$ cat config.mk
export PLATFORM = sky130hd
export DESIGN_NAME = vigna_mem_arbiter
export DESIGN_NICKNAME = d
export VERILOG_FILES = /design/src/rtl/vigna_bus_pkg.sv /design/src/rtl/vigna_mem_arbiter.sv
export SDC_FILE = /design/constraint.sdc
export NUM_CORES = 1
export LEC_CHECK = 0
export ABC_AREA = 1
export BUFFER_PORTS_ARGS = -buffer_cell sky130_fd_sc_hd__buf_4
export CAP_MARGIN = 15
export CORE_UTILIZATION = 49
export CTS_CLUSTER_DIAMETER = 40
export DETAILED_ROUTE_END_ITERATION = 12
export GPL_TIMING_DRIVEN = 0
export PLACE_DENSITY = 0.92
export RECOVER_POWER = 50
export SLEW_MARGIN = 20
export SYNTH_ARGS = -nofsm -noshare
export SYNTH_HDL_FRONTEND = slang
export SYNTH_SLANG_ARGS = --single-unit
$ cat constraint.sdc
create_clock -name clk -period 3.3 [get_ports clk]
set_clock_uncertainty 0.05 [all_clocks]
set_input_delay 0.495 -clock clk [delete_from_list [all_inputs] [get_ports clk]]
set_output_delay 0.495 -clock clk [all_outputs]
set_load 0.01 [all_outputs]
$ cat src/rtl/vigna_bus_pkg.sv
// Shared definitions for the vigna memory bus: arbiter state encoding,
// port-select codes, strobe constants and the grant decision.
package vigna_bus_pkg;

   typedef enum logic [1:0] {
      IDLE   = 2'd0,
      BUSY_I = 2'd1,
      BUSY_D = 2'd2,
      RESP   = 2'd3
   } arb_state_t;

   typedef enum logic {
      SEL_I = 1'b0,
      SEL_D = 1'b1
   } port_sel_t;

   localparam logic [3:0] STRB_NONE = 4'b0000;
   localparam logic [3:0] STRB_WORD = 4'b1111;

   // Pick a port when at least one is requesting. On contention with
   // round-robin enabled, the port that was not served last wins; with
   // round-robin disabled the data port always wins.
   function automatic port_sel_t arb_pick(input logic i_valid,
                                          input logic d_valid,
                                          input logic last_d,
                                          input bit   rr);
      port_sel_t sel;
      sel = SEL_D;
      if (i_valid && !d_valid) begin
         sel = SEL_I;
      end else if (i_valid && d_valid && rr && last_d) begin
         sel = SEL_I;
      end
      return sel;
   endfunction

endpackage

$ cat src/rtl/vigna_mem_arbiter.sv
// Two-master to one-slave memory arbiter below the vigna core. Merges the
// instruction-fetch and load/store ports onto one serialised memory bus with
// registered request and response paths and a one-cycle ready pulse per
// completed transaction.
module vigna_mem_arbiter
   import vigna_bus_pkg::*;
#(
   parameter bit RR = 1'b1
) (
   input  logic        clk,
   input  logic        resetn,

   input  logic        i_valid,
   output logic        i_ready,
   input  logic [31:0] i_addr,
   output logic [31:0] i_rdata,

   input  logic        d_valid,
   output logic        d_ready,
   input  logic [31:0] d_addr,
   input  logic [31:0] d_wdata,
   input  logic [3:0]  d_wstrb,
   output logic [31:0] d_rdata,

   output logic        m_valid,
   input  logic        m_ready,
   output logic [31:0] m_addr,
   output logic [31:0] m_wdata,
   output logic [3:0]  m_wstrb,
   input  logic [31:0] m_rdata
);

   arb_state_t  state_reg,   state_next;
   logic        last_d_reg,  last_d_next;
   logic        m_valid_reg, m_valid_next;
   logic [31:0] m_addr_reg,  m_addr_next;
   logic [31:0] m_wdata_reg, m_wdata_next;
   logic [3:0]  m_wstrb_reg, m_wstrb_next;
   logic        i_ready_reg, i_ready_next;
   logic        d_ready_reg, d_ready_next;
   logic [31:0] i_rdata_reg, i_rdata_next;
   logic [31:0] d_rdata_reg, d_rdata_next;

   logic        do_grant;
   port_sel_t   grant_sel;

   // State and output registers; reset clears everything at once so an
   // abandoned slave transaction is dropped immediately.
   always_ff @(posedge clk or negedge resetn) begin
      if (!resetn) begin
         state_reg   <= IDLE;
         last_d_reg  <= 1'b0;
         m_valid_reg <= 1'b0;
         m_addr_reg  <= 32'd0;
         m_wdata_reg <= 32'd0;
         m_wstrb_reg <= STRB_NONE;
         i_ready_reg <= 1'b0;
         d_ready_reg <= 1'b0;
         i_rdata_reg <= 32'd0;
         d_rdata_reg <= 32'd0;
      end else begin
         state_reg   <= state_next;
         last_d_reg  <= last_d_next;
         m_valid_reg <= m_valid_next;
         m_addr_reg  <= m_addr_next;
         m_wdata_reg <= m_wdata_next;
         m_wstrb_reg <= m_wstrb_next;
         i_ready_reg <= i_ready_next;
         d_ready_reg <= d_ready_next;
         i_rdata_reg <= i_rdata_next;
         d_rdata_reg <= d_rdata_next;
      end
   end

   // Next-state and next-output logic: arbitrate in IDLE, wait for the slave
   // in BUSY, pulse ready and optionally cross-grant the other port in RESP.
   always_comb begin
      state_next   = state_reg;
      last_d_next  = last_d_reg;
      m_valid_next = m_valid_reg;
      m_addr_next  = m_addr_reg;
      m_wdata_next = m_wdata_reg;
      m_wstrb_next = m_wstrb_reg;
      i_ready_next = 1'b0;
      d_ready_next = 1'b0;
      i_rdata_next = i_rdata_reg;
      d_rdata_next = d_rdata_reg;
      do_grant     = 1'b0;
      grant_sel    = SEL_D;

      case (state_reg)
         IDLE: begin
            if (i_valid || d_valid) begin
               do_grant  = 1'b1;
               grant_sel = arb_pick(i_valid, d_valid, last_d_reg, RR);
            end
         end
         BUSY_I: begin
            if (m_ready) begin
               m_valid_next = 1'b0;
               m_wstrb_next = STRB_NONE;
               i_rdata_next = m_rdata;
               i_ready_next = 1'b1;
               state_next   = RESP;
            end
         end
         BUSY_D: begin
            if (m_ready) begin
               m_valid_next = 1'b0;
               m_wstrb_next = STRB_NONE;
               d_rdata_next = m_rdata;
               d_ready_next = 1'b1;
               state_next   = RESP;
            end
         end
         RESP: begin
            // The port just served still holds valid this cycle, so only the
            // other port is looked at here.
            state_next = IDLE;
            if (last_d_reg && i_valid) begin
               do_grant  = 1'b1;
               grant_sel = SEL_I;
            end else if (!last_d_reg && d_valid) begin
               do_grant  = 1'b1;
               grant_sel = SEL_D;
            end
         end
         default: state_next = IDLE;
      endcase

      if (do_grant) begin
         m_valid_next = 1'b1;
         if (grant_sel == SEL_D) begin
            m_addr_next  = d_addr;
            m_wdata_next = d_wdata;
            m_wstrb_next = d_wstrb & STRB_WORD;
            last_d_next  = 1'b1;
            state_next   = BUSY_D;
         end else begin
            m_addr_next  = i_addr;
            m_wdata_next = 32'd0;
            m_wstrb_next = STRB_NONE;
            last_d_next  = 1'b0;
            state_next   = BUSY_I;
         end
      end
   end

   assign m_valid = m_valid_reg;
   assign m_addr  = m_addr_reg;
   assign m_wdata = m_wdata_reg;
   assign m_wstrb = m_wstrb_reg;
   assign i_ready = i_ready_reg;
   assign d_ready = d_ready_reg;
   assign i_rdata = i_rdata_reg;
   assign d_rdata = d_rdata_reg;

endmodule

==> impl_results.html <==
<table>
<tr><th>Metric</th><th>Value</th></tr>
<tr><th colspan="2">Timing</th></tr>
<tr><td>Aggregate negative setup slack</td><td>0 ns</td></tr>
<tr><td>Number of endpoints with negative hold slack in the final report</td><td>0</td></tr>
<tr><td>Setup violations, final</td><td>0</td></tr>
<tr><td>Final slew viol count</td><td>0</td></tr>
<tr><td>Worst Tran Pin Value</td><td>0.4887 ns</td></tr>
<tr><td>Period utilization</td><td>60.44%</td></tr>
<tr><td>Final worst path period need</td><td>~2.0 ns</td></tr>
<tr><td>Setup repair after global routing missed its margin</td><td>no</td></tr>
<tr><td>Normalized max-slew margin</td><td>67.42%</td></tr>
<tr><td>Top achievable clock speed</td><td>501.4 MHz</td></tr>
<tr><th colspan="2">Worst setup path</th></tr>
<tr><td>Worst setup EP type</td><td>flop</td></tr>
<tr><td>Worst flop-to-flop path startpoint</td><td>state_reg[0]</td></tr>
<tr><td>CP cell instances</td><td>inv_1, ha_1, nand2_1, clkbuf_1, clkbuf_1, nand2_1, o21ai_0</td></tr>
<tr><td>Cell at the slowest stage of the critical path</td><td>sky130_fd_sc_hd__clkbuf_1</td></tr>
<tr><td>Biggest fanout along the worst timing path</td><td>10</td></tr>
<tr><td>RR Endpoint</td><td>d_rdata[20]</td></tr>
<tr><td>Number of cells traversed by the worst register-to-register path</td><td>7</td></tr>
<tr><td>Worst Setup Start Kind</td><td>flop</td></tr>
<tr><td>Maximum single-stage delay on the critical path</td><td>0.43 ns</td></tr>
<tr><td>CP arrival</td><td>2.37 ns</td></tr>
<tr><td>Critical path data required time</td><td>3.68 ns</td></tr>
<tr><td>Minimum setup slack among reg-to-reg paths</td><td>1.31 ns</td></tr>
<tr><td>Worst path bufs/invs</td><td>3</td></tr>
<tr><td>Worst Setup Path Type</td><td>flop to flop</td></tr>
<tr><td>Top Family by Delay on Critical Path</td><td>buffers and inverters</td></tr>
<tr><td>Critical path startpoint</td><td>state_reg[0]</td></tr>
<tr><th colspan="2">Power</th></tr>
<tr><td>Part of the total power dissipated in sequential elements</td><td>35.4%</td></tr>
<tr><td>Total power after layout</td><td>8.369 mW</td></tr>
<tr><td>Relative contribution of combinational cells to total power</td><td>43.8%</td></tr>
<tr><td>P_leak</td><td>4.340 nW</td></tr>
<tr><td>Clk network pwr share</td><td>20.8%</td></tr>
<tr><td>Power spent charging and discharging nets</td><td>~3.4 mW</td></tr>
<tr><td>Switch share</td><td>40.04%</td></tr>
<tr><td>Peak ir drop on the vdd network</td><td>672.3 uV</td></tr>
<tr><td>Internal power component</td><td>5.018 mW</td></tr>
<tr><td>Power density relative to cell area</td><td>1039 nW/um^2</td></tr>
<tr><th colspan="2">Clock tree</th></tr>
<tr><td>Number of clock sinks</td><td>138</td></tr>
<tr><td>Hold-fix buffer count after cts</td><td>1</td></tr>
<tr><td>Maximum root-to-sink buffer count</td><td>2</td></tr>
<tr><td>Post-CTS Resized</td><td>0</td></tr>
<tr><td>Maximum level of the CTS H-tree</td><td>4</td></tr>
<tr><td>Clock tree from TritonCTS</td><td>done</td></tr>
<tr><td>Root Buffer</td><td>sky130_fd_sc_hd__clkbuf_8</td></tr>
<tr><td>Num CTS Buffers</td><td>17</td></tr>
<tr><td>Number of setup buffers added after CTS</td><td>0</td></tr>
<tr><td>Clock network latency to the later pin of the worst-skew pair</td><td>0.52 ns</td></tr>
<tr><td>Clock-pin slew on the worst setup and hold paths</td><td>~0.060 ns</td></tr>
<tr><th colspan="2">Drt</th></tr>
<tr><td>Antenna-violating nets left</td><td>0</td></tr>
<tr><td>Routed via count divided by cell count</td><td>5.181</td></tr>
<tr><td>Routed wirelength normalized by instance count</td><td>~16 um</td></tr>
<tr><td>Pre-antenna DRT Iters</td><td>5</td></tr>
<tr><td>Drt drc</td><td>0</td></tr>
<tr><td>Total number of vias</td><td>approximately 5500</td></tr>
<tr><td>Detailed Route Iter0 Violations</td><td>473</td></tr>
<tr><td>Final wirelength</td><td>approximately 17000 um</td></tr>
<tr><th colspan="2">Place</th></tr>
<tr><td>Port bufs</td><td>271</td></tr>
<tr><td>Gp weighted congestion</td><td>0.8286</td></tr>
<tr><td>Detailed placement HPWL</td><td>12030 um</td></tr>
<tr><th colspan="2">Yosys</th></tr>
<tr><td>Flop and latch count out of synthesis</td><td>138</td></tr>
<tr><td>Fraction of synthesized cell area taken by the top area cell type</td><td>62.73%</td></tr>
<tr><td>Cell type with the highest aggregate area in the netlist</td><td>sky130_fd_sc_hd__dfrtp_1</td></tr>
<tr><td>Total standard cell area after synthesis</td><td>5505 um^2</td></tr>
<tr><td>Netlist cell types</td><td>16</td></tr>
<tr><td>Top cells by area, synth</td><td>sky130_fd_sc_hd__dfrtp_1 63%, sky130_fd_sc_hd__nand2_1 18%, sky130_fd_sc_hd__nand3_1 6.3%, sky130_fd_sc_hd__o21ai_0 5.8%, sky130_fd_sc_hd__inv_1 2.7%</td></tr>
<tr><td>Sequential element share of the synthesized area</td><td>roughly 63%</td></tr>
<tr><td>Mapped Avg Cell Area</td><td>8.966 um^2</td></tr>
<tr><td>Synthesized net count</td><td>755</td></tr>
<tr><td>Synthesized instance count</td><td>614</td></tr>
<tr><td>Yosys warnings</td><td>0</td></tr>
<tr><th colspan="2">Global routing</th></tr>
<tr><td>Largest net degree at the start of global routing</td><td>slightly below 90</td></tr>
<tr><td>Antenna violations before repair</td><td>0</td></tr>
<tr><td>Number of global-route vias before repair</td><td>5324</td></tr>
<tr><td>First-pass GRT wire length</td><td>26360 um</td></tr>
<tr><td>Overall fraction of global-route tracks in use</td><td>30.15%</td></tr>
<tr><td>GRT Residual Overflow</td><td>0</td></tr>
<tr><th colspan="2">Flow run</th></tr>
<tr><td>Number of max-cap violations</td><td>0</td></tr>
<tr><th colspan="2">Layout</th></tr>
<tr><td>Ratio of cells with drive above 1 in the final layout</td><td>27.07%</td></tr>
<tr><td>Net total in the final layout</td><td>around 1000</td></tr>
<tr><td>Area Overhead vs Synth</td><td>46.27%</td></tr>
<tr><td>Fill cells</td><td>859</td></tr>
<tr><td>Most common cell after layout, fill and taps aside</td><td>sky130_fd_sc_hd__nand2_1</td></tr>
<tr><td>Most used cells in the layout excluding fill and tap cells</td><td>257 x sky130_fd_sc_hd__nand2_1, 205 x sky130_fd_sc_hd__buf_4, 138 x sky130_fd_sc_hd__dfrtp_1, 92 x sky130_fd_sc_hd__clkbuf_1, 69 x sky130_fd_sc_hd__nand3_1</td></tr>
<tr><td>Number of diodes added for antenna fixing</td><td>0</td></tr>
<tr><th colspan="2">Floorplan</th></tr>
<tr><td>Die Span X</td><td>108.0 um</td></tr>
<tr><td>Starting utilization of the core area</td><td>50.56%</td></tr>
<tr><td>Floorplan Core Area</td><td>between 10000 and 15000 um^2</td></tr>
<tr><td>Die height</td><td>approximately 110 um</td></tr>
<tr><td>IO Pins</td><td>approximately 270</td></tr>
<tr><td>Area enclosed by the die boundary</td><td>11660 um^2</td></tr>
<tr><td>Number of standard-cell rows in the floorplan</td><td>38</td></tr>
<tr><th colspan="2">Min path</th></tr>
<tr><td>Worst hold start</td><td>d_wstrb[0]</td></tr>
<tr><td>Worst hold stages</td><td>3</td></tr>
<tr><td>Worst hold path type</td><td>input port to flop</td></tr>
<tr><td>Destination of the worst hold path</td><td>m_wstrb[0]</td></tr>
<tr><th colspan="2">Outcome</th></tr>
<tr><td>Status</td><td>completed</td></tr>
</table>
==> metrics by stage <==
step	instances	setup slack (ns)	utilization (%)	area [um^2]	hold slack [ns]
2_1_floorplan	614	1.690	-	5505	0.1494
3_3_place_gp	1025	1.152	70.86	7715	0.4129
3_5_place_dp	1026	1.400	71.18	7750	0.3736
4_1_cts	1056	1.317	76.20	8297	0.09311
5_1_grt	1056	1.097	73.96	8053	0.1003
6_report	1056	1.305	73.96	8053	0.1157
==> logic make-up after synthesis <==
family	Yosys count	share of synthesized area, %
buf+inv	75	5.727
compound gates	66	6.000
fa+ha+maj	4	0.9091
flops	138	62.73
simple gates	331	24.64
==> metal layers <==
layer	GRT usage, %	vias up	share of wire (%)
li1	-	2517	-
met1	35.97	2653	38
met2	49.82	244	51
met3	9.705	57	7.3
met4	13.60	0	3.7
met5	0	-	0
==> layout make-up <==
type	instances	area [um^2]	share of cell area [%]
Sequential cell	138	3453	42.88
Multi-Input combinational cell	401	1737	21.57
Clock inverter	2	35.03	0.4351
Tap cell	140	175.2	2.175
Inverter	41	153.9	1.911
Timing Repair Buffer	273	1836	22.79
Clock buffer	27	501.7	6.231
Buffer	34	161.4	2.004
==> power groups by stage <==
stage          Clock [mW]  Sequential [mW]  Combinational [mW]
5_1_grt              1.84             3.03                4.06
3_3_place_gp            0             2.91                3.78
3_5_place_dp            0             2.95                3.92
4_1_cts              1.76             2.95                3.97
6_report             1.74             2.96                3.67
2_1_floorplan           0             3.27                1.65
==> Yosys cell counts <==
| library cell | number |
|---|---|
| sky130_fd_sc_hd__a21oi_1 | 1 |
| sky130_fd_sc_hd__buf_2 | 9 |
| sky130_fd_sc_hd__buf_6 | 3 |
| sky130_fd_sc_hd__clkbuf_1 | 22 |
| sky130_fd_sc_hd__dfrtp_1 | 138 |
| sky130_fd_sc_hd__ha_1 | 4 |
| sky130_fd_sc_hd__inv_1 | 40 |
| sky130_fd_sc_hd__inv_2 | 1 |
| sky130_fd_sc_hd__nand2_1 | 257 |
| sky130_fd_sc_hd__nand2_4 | 2 |
| sky130_fd_sc_hd__nand3_1 | 69 |
| sky130_fd_sc_hd__nand4_1 | 1 |
| sky130_fd_sc_hd__nor2_4 | 1 |
| sky130_fd_sc_hd__o21ai_0 | 64 |
| sky130_fd_sc_hd__o21ai_1 | 1 |
| sky130_fd_sc_hd__or2_2 | 1 |
==> worst min-delay path, delay by kind of cell <==
kind | cells | cell delay [ns]
buffers and inverters | 1 | 0.08
and+or+nand+nor | 2 | 0.09
==> worst max path at each step <==
stage | to | slack (ns) | depth (start not counted)
2_1_floorplan | m_addr[10] | 1.69 | 8
3_3_place_gp | i_rdata[25] | 1.15 | 1
3_5_place_dp | m_addr[31] | 1.40 | 8
4_1_cts | d_rdata[20] | 1.32 | 7
5_1_grt | d_rdata[20] | 1.10 | 7
6_report | d_rdata[20] | 1.31 | 7
Note: power is estimated with default switching activity, not from simulation.
